[config.mk]
export PLATFORM = sky130hd
export DESIGN_NAME = branch_predictor
export DESIGN_NICKNAME = d
export VERILOG_FILES = /design/src/rtl/bp_pkg.sv /design/src/rtl/bp_sat_counter.sv /design/src/rtl/branch_predictor.sv
export SDC_FILE = /design/constraint.sdc
export NUM_CORES = 2
export LEC_CHECK = 0
export BUFFER_PORTS_ARGS = -buffer_cell sky130_fd_sc_hd__buf_4
export CAP_MARGIN = 5
export CORE_ASPECT_RATIO = 0.6
export CORE_MARGIN = 1
export CORE_UTILIZATION = 57
export CTS_CLUSTER_DIAMETER = 120
export DETAILED_ROUTE_END_ITERATION = 8
export PLACE_DENSITY = 0.74
export SETUP_SLACK_MARGIN = 0.02
export SYNTH_ARGS = -nofsm -noshare
export SYNTH_HDL_FRONTEND = slang
export SYNTH_SLANG_ARGS = --single-unit
[constraint.sdc]
create_clock -name clock -period 4.89 [get_ports clock]
set_clock_uncertainty 0.05 [all_clocks]
set_input_delay 0.489 -clock clock [delete_from_list [all_inputs] [get_ports clock]]
set_output_delay 0.489 -clock clock [all_outputs]
set_load 0.02 [all_outputs]
[src/rtl/bp_pkg.sv]
// rtl/bp_pkg.sv - shared constants and field helpers for the branch predictor
//
// Purpose : prediction-mode encodings, PC index/tag extraction and the PHT
//           saturating-counter next-value function used by branch_predictor.
// Ports   : none (package).
package bp_pkg;

  localparam int PRED_STATIC  = 0;
  localparam int PRED_BIMODAL = 1;
  localparam int PRED_GSHARE  = 2;

  // Helpers work on a wide PC so any XLEN up to 64 fits; callers size-cast
  // the result down to the field width they need.
  localparam int PC_MAX = 64;

  // Word-aligned table index: pc[idxBits+1:2].
  function automatic logic [PC_MAX-1:0] pcIndex(input logic [PC_MAX-1:0] pc,
                                                input int idxBits);
    return (pc >> 2) & ((PC_MAX'(1) << idxBits) - PC_MAX'(1));
  endfunction

  // Tag bits sit directly above the index: pc[idxBits+tagBits+1:idxBits+2].
  function automatic logic [PC_MAX-1:0] pcTag(input logic [PC_MAX-1:0] pc,
                                              input int idxBits,
                                              input int tagBits);
    return (pc >> (idxBits + 2)) & ((PC_MAX'(1) << tagBits) - PC_MAX'(1));
  endfunction

  // Saturating up/down step for a counter of ctrBits (<= 8) bits.
  function automatic logic [7:0] ctrNext(input logic [7:0] ctr,
                                         input logic taken,
                                         input int ctrBits);
    int ctrMax;
    ctrMax = (1 << ctrBits) - 1;
    if (taken) return (int'(ctr) == ctrMax) ? ctr : ctr + 8'd1;
    else       return (ctr == 8'd0) ? ctr : ctr - 8'd1;
  endfunction

endpackage

[src/rtl/bp_sat_counter.sv]
// rtl/bp_sat_counter.sv - saturating event counter with enable and async clear
//
// Purpose : counts enabled cycles and holds at all-ones instead of wrapping.
// Ports   : clock  - rising-edge clock
//           reset  - asynchronous active-low clear
//           enable - count this cycle
//           count  - current value
module bp_sat_counter #(
  parameter int WIDTH = 32
) (
  input  logic             clock,
  input  logic             reset,
  input  logic             enable,
  output logic [WIDTH-1:0] count
);

  always_ff @(posedge clock or negedge reset) begin
    if (!reset) begin
      count <= '0;
    end else if (enable && (count != '1)) begin
      count <= count + WIDTH'(1);
    end
  end

endmodule

[src/rtl/branch_predictor.sv]
// rtl/branch_predictor.sv - BTB + PHT dynamic branch predictor for the RV32 pipeline
//
// Purpose : IF-stage combinational next-PC prediction (static / bimodal /
//           gshare) and MEM-stage training, mispredict detection and redirect.
// Ports   : clock, reset (async active-low)
//           fetch_pc -> pred_hit, pred_taken, pred_npc          (IF lookup)
//           upd_valid, upd_pc, upd_is_branch, upd_is_jump, upd_taken,
//           upd_target, upd_pred_taken, upd_pred_npc            (MEM resolve)
//           mispredict, redirect_pc                             (redirect)
//           perf_branches, perf_mispredicts                     (saturating)
module branch_predictor
  import bp_pkg::*;
#(
  parameter int XLEN      = 32,
  parameter int ENTRIES   = 64,
  parameter int TAG_BITS  = 8,
  parameter int CTR_BITS  = 2,
  parameter int GHR_BITS  = 6,
  parameter int PRED_MODE = 1
) (
  input  logic            clock,
  input  logic            reset,
  input  logic [XLEN-1:0] fetch_pc,
  output logic            pred_hit,
  output logic            pred_taken,
  output logic [XLEN-1:0] pred_npc,
  input  logic            upd_valid,
  input  logic [XLEN-1:0] upd_pc,
  input  logic            upd_is_branch,
  input  logic            upd_is_jump,
  input  logic            upd_taken,
  input  logic [XLEN-1:0] upd_target,
  input  logic            upd_pred_taken,
  input  logic [XLEN-1:0] upd_pred_npc,
  output logic            mispredict,
  output logic [XLEN-1:0] redirect_pc,
  output logic [31:0]     perf_branches,
  output logic [31:0]     perf_mispredicts
);

  localparam int IDXW = $clog2(ENTRIES);
  // Weak not-taken start point (0 for a 1-bit counter).
  localparam logic [CTR_BITS-1:0] CTR_INIT = CTR_BITS'((1 << (CTR_BITS - 1)) - 1);

  logic                btbValid  [ENTRIES];
  logic [TAG_BITS-1:0] btbTag    [ENTRIES];
  logic [XLEN-1:0]     btbTarget [ENTRIES];
  logic                btbIsJump [ENTRIES];
  logic [CTR_BITS-1:0] pht       [ENTRIES];
  logic [GHR_BITS-1:0] ghr;

  logic [IDXW-1:0]     fetchIdx, fetchPhtIdx, updIdx, updPhtIdx;
  logic [TAG_BITS-1:0] fetchTag, updTag;
  logic                updIsCti, actTaken, updTagHit;
  logic [XLEN-1:0]     actNpc;
  logic [CTR_BITS-1:0] phtNext;

  assign fetchIdx = IDXW'(pcIndex(PC_MAX'(fetch_pc), IDXW));
  assign fetchTag = TAG_BITS'(pcTag(PC_MAX'(fetch_pc), IDXW, TAG_BITS));
  assign updIdx   = IDXW'(pcIndex(PC_MAX'(upd_pc), IDXW));
  assign updTag   = TAG_BITS'(pcTag(PC_MAX'(upd_pc), IDXW, TAG_BITS));

  // Gshare hashes history into the PHT index only; the BTB is always indexed
  // by PC so a target survives history changes.
  assign fetchPhtIdx = (PRED_MODE == PRED_GSHARE) ? (fetchIdx ^ IDXW'(ghr)) : fetchIdx;
  assign updPhtIdx   = (PRED_MODE == PRED_GSHARE) ? (updIdx ^ IDXW'(ghr)) : updIdx;

  // ---------------- IF lookup (reads pre-update table contents) ----------------
  assign pred_hit   = btbValid[fetchIdx] && (btbTag[fetchIdx] == fetchTag);
  assign pred_taken = (PRED_MODE != PRED_STATIC) && pred_hit &&
                      (btbIsJump[fetchIdx] || pht[fetchPhtIdx][CTR_BITS-1]);
  assign pred_npc   = pred_taken ? btbTarget[fetchIdx] : fetch_pc + XLEN'(4);

  // ---------------- MEM resolve ----------------
  assign updIsCti    = upd_is_branch | upd_is_jump;
  assign actTaken    = updIsCti & upd_taken;
  assign actNpc      = actTaken ? upd_target : upd_pc + XLEN'(4);
  // Comparing the full next PC also catches a taken jalr whose target moved.
  assign mispredict  = upd_valid & ((actTaken != upd_pred_taken) | (actNpc != upd_pred_npc));
  assign redirect_pc = actNpc;

  assign updTagHit = btbValid[updIdx] && (btbTag[updIdx] == updTag);
  assign phtNext   = CTR_BITS'(ctrNext(8'(pht[updPhtIdx]), upd_taken, CTR_BITS));

  // Valid bits, counters and history carry reset state.
  always_ff @(posedge clock or negedge reset) begin
    if (!reset) begin
      for (int i = 0; i < ENTRIES; i++) begin
        btbValid[i] <= 1'b0;
        pht[i]      <= CTR_INIT;
      end
      ghr <= '0;
    end else if (upd_valid) begin
      if (upd_is_branch) begin
        pht[updPhtIdx] <= phtNext;
        if (PRED_MODE == PRED_GSHARE) ghr <= GHR_BITS'({ghr, upd_taken});
      end
      if (actTaken) begin
        btbValid[updIdx] <= 1'b1;
      end else if (!updIsCti && updTagHit) begin
        // A non-control instruction owns this PC: drop the stale alias entry.
        btbValid[updIdx] <= 1'b0;
      end
    end
  end

  // BTB payload needs no reset; it is only observed through a set valid bit.
  always_ff @(posedge clock) begin
    if (upd_valid && actTaken) begin
      btbTag[updIdx]    <= updTag;
      btbTarget[updIdx] <= upd_target;
      btbIsJump[updIdx] <= upd_is_jump;
    end
  end

  bp_sat_counter #(.WIDTH(32)) uPerfBranches (
    .clock  (clock),
    .reset  (reset),
    .enable (upd_valid & updIsCti),
    .count  (perf_branches)
  );

  bp_sat_counter #(.WIDTH(32)) uPerfMispredicts (
    .clock  (clock),
    .reset  (reset),
    .enable (mispredict),
    .count  (perf_mispredicts)
  );

endmodule

==> qor.yml <==
run_status:
  status: "complete, but fails checks"
  violations: "capacitance limit, slew limit, setup timing"
flow_run:
  maxCapViolCount: 1
detailed_routing:
  wl_met1_microns: 152000
  drtPass1Iterations: 7
  wl_microns: 440000
  avgRoutedWirePerCell_microns: 44.4
  routed.top_layer: "met5"
  detail-route-antenna-nets: 0
  via_count: 74400
  wl_met2_microns: 178000
  wl_met3_microns: 78800
  via_per_inst: 7.51
  drt_iter0_markers: 15200
  drc: 0
floorplan:
  start_util: 0.574
  die_y_microns: 358
  fp.dieW_microns: 595
  num_rows: 130
  core_sq_um: 209000
  dieArea_sq_um: 213000
  ios: 266
pwr:
  leakage_uw: 0.0468
  peakVddDrop_v: 0.000311
  power_density_nw_per_um2: 376
synthesis:
  synth_top_area_share: 0.656
  synth_nets: 6308
  synth_top_area_cell: "edfxtp_1"
  synthTopCellsByArea: "edfxtp_1 (66%), mux4_2 (16%), dfrtp_1 (4.0%)"
  synth-edff-count: 2624
  synth_cell_types: 82
  syn_area_sq_um: 120000
  ys_warn_count: 0
  synth_seq_cells: 2880
  syn_area_per_cell_sq_um: 19.5
  synth_seq_area_share: 0.710
  ys.flop_type: "edfxtp_1"
  async_flop_share: 0.0889
  synthCells: 6169
worst_hold_path:
  hold_path_depth: 4
  hp-class: "in -> reg"
  holdPathEnd: "uPerfMispredicts.count[27]$_DFFE_PN0P_"
  min_from: "upd_valid"
grt:
  grt_pass1_vias: 70900
  overflow: 0
  grt_usage: 0.413
  grt_max_degree: 122
  grt_pass1_wl_microns: 594000
  antenna_found_initial: 36
critical_path:
  cp_data_arrival_time_ns: 4.62
  critPathKind: "in -> out"
  worstPathRequired_ns: 4.35
  ff2ff_path_depth: 13
  end_kind: "output port"
  slowest_stage: "nor2b_1"
  crit_chain: "buf_8, buf_12, buf_12, nor2b_1, buf_4, a221oi_1, o21ai_1, o211ai_1, o21ai_1, xnor2_1, o32ai_1, buf_4, nand4_4, or2_4, buf_12, a21oi_4, buf_6, buf_6"
  cp_common_cell: "buf_12"
  slowest_delay_ns: 0.56
  cp-start-kind: "primary input"
  cp_max_fo: 13
  reg2reg_slack_ns: 0.55
  path_buf_inv: 8
  timing.rr.start: "btbTag[28][7]$_DFFE_PP_"
  crit_family: "buffers and inverters"
place:
  gp_congestion: 1.03
  hpwl_microns: 276000
  port_buffers: 265
  pre_cts_ws_ns: -0.160
timing:
  slew_viol_final: 2
  slew_headroom: -0.0233
  tightestPinTransition_ns: 1.52
  min_period_ns: 5.16
  layout_setup_ws_ns: -0.273
  grt_setup_unrepaired: "true"
  period_share: 1.06
  setup_violations: 32
  holdWs_ns: 0.0836
  clock.fmax_ghz: 0.194
  hold_violations: 0
finish:
  drive_gt1_frac: 0.346
  filler_cell_count: 13300
  layout_common_cells: "edfxtp_1 (2624), mux4_2 (840), buf_4 (626)"
  nets: 7061
  mostFrequentLayoutCell: "edfxtp_1"
  synthToLayoutAreaGrowth_pct: 17.0
clock_tree:
  clockBufferDepth: 4
  cts_inserted_buffers: 267
  clk_pin_slew_worst_paths_ns: 0.06
  cts_tree: "built"
  cts_root_buf: "clkbuf_16"
  clock-sinks: 2880
  h-tree-depth: 5
  clk_latency_ns: 0.86
cells in the mapped netlist (37+ instances only):
| cell type | instances |
|---|---|
| xnor2_1 | 83 |
| mux4_2 | 840 |
| a22oi_1 | 88 |
| edfxtp_1 | 2624 |
| o21ai_0 | 83 |
| mux2_2 | 164 |
| buf_2 | 137 |
| nand4_1 | 44 |
| nand2_1 | 197 |
| o22ai_1 | 53 |
| nor2_1 | 241 |
| a21oi_1 | 105 |
| xor2_1 | 75 |
| mux2i_1 | 165 |
| nand3_1 | 134 |
| dfstp_2 | 64 |
| inv_1 | 37 |
| a221oi_1 | 59 |
| dfrtp_1 | 192 |
| nor3_1 | 66 |
| clkbuf_1 | 201 |
| o22a_1 | 66 |
registers in the layout, summed over array words and instances, names as in the netlist, named ones only:
name	count
btbIsJump	64
btbTag	512
btbTarget	2048
pht	128
uPerfBranches.count	32
uPerfMispredicts.count	32
cell type report:
type,instances,area [sq um],area share
Inverter,37,154,0.00109
Multi-Input combinational cell,2853,33700,0.240
Clock buffer,347,7310,0.0519
Sequential cell,2880,85300,0.606
Timing Repair Buffer,883,9390,0.0668
Tap cell,2772,3470,0.0247
Antenna cell,14,35.0,0.000249
Clock inverter,114,1270,0.00905
worst max-delay path by stage:
stage | cells after the start | from | endpoint | slack, ns
after global placement | 17 | fetch_pc[3] | pred_npc[17] | -0.16
final | 18 | fetch_pc[2] | pred_npc[19] | -0.27
after global routing | 13 | btbTag[61][7]$_DFFE_PP_ | pred_npc[19] | -0.24
after floorplan | 9 | upd_pc[4] | btbIsJump[41]$_DFFE_PP_ | 0.32
after CTS | 14 | btbTag[23][4]$_DFFE_PP_ | pred_npc[19] | -0.14
after detailed placement | 16 | fetch_pc[2] | pred_npc[19] | -0.16
worst register-to-register path: stages, from the launching register on:
cell and delay (ns):
edfxtp_1 0.39, mux2_2 0.29, a22oi_1 0.15, nor2_1 0.06
a311oi_1 0.25, buf_4 0.19, o22ai_1 0.07, nor4_1 1.12
mux2_2 0.48, nor4_1 0.19, buf_4 0.19, nand4_1 0.22
buf_12 0.29, o22a_1 0.28
logic make-up after synthesis:
| logic type | share of synthesized area |
|---|---|
| XOR/XNOR | 0.0115 |
| buffers and inverters | 0.0164 |
| multiplexers | 0.190 |
| AND/OR/NAND/NOR | 0.0348 |
| AO/OA/AOI/OAI | 0.0374 |
| adder cells (fa/ha/maj) | 0.000583 |
| flip-flops | 0.710 |
routing by layer:
| metal | global-route usage | up-vias |
|---|---|---|
| li1 | - | 27200 |
| met1 | 0.576 | 38100 |
| met2 | 0.557 | 7617 |
| met3 | 0.169 | 1447 |
| met4 | 0.224 | 34 |
| met5 | 0 | - |
where the power goes:
part,switching (uW),internal [uW],leakage [uW]
logic,2600,1650,0.0157
clock network,9310,12000,0.00418
registers,194,27100,0.0269
total,12100,40700,0.0468
through the flow:
stage / setup TNS [ns] / area [sq um] / utilization / instances / power (uW)
detailed placement: -3.66 / 132000 / 0.628 / 9414 / 31900
global route: -5.94 / 141000 / 0.672 / 9889 / 53800
finish: -6.84 / 141000 / 0.672 / 9900 / 52800
floorplan: 0 / 120000 / - / 6169 / 29900
CTS: -3.51 / 140000 / 0.671 / 9889 / 52600
global placement: -3.40 / 132000 / 0.628 / 9414 / 31800
timing repair:
action,4_1_cts,5_1_grt
endpoints found under the hold margin,110,0
hold buffers,11,0
resized for setup,53,39
pin swaps,6,13
buffers inserted,3,1
endpoints found under the setup margin,34,35
gates cloned,0,0
Note: power is estimated with default switching activity, not from simulation.
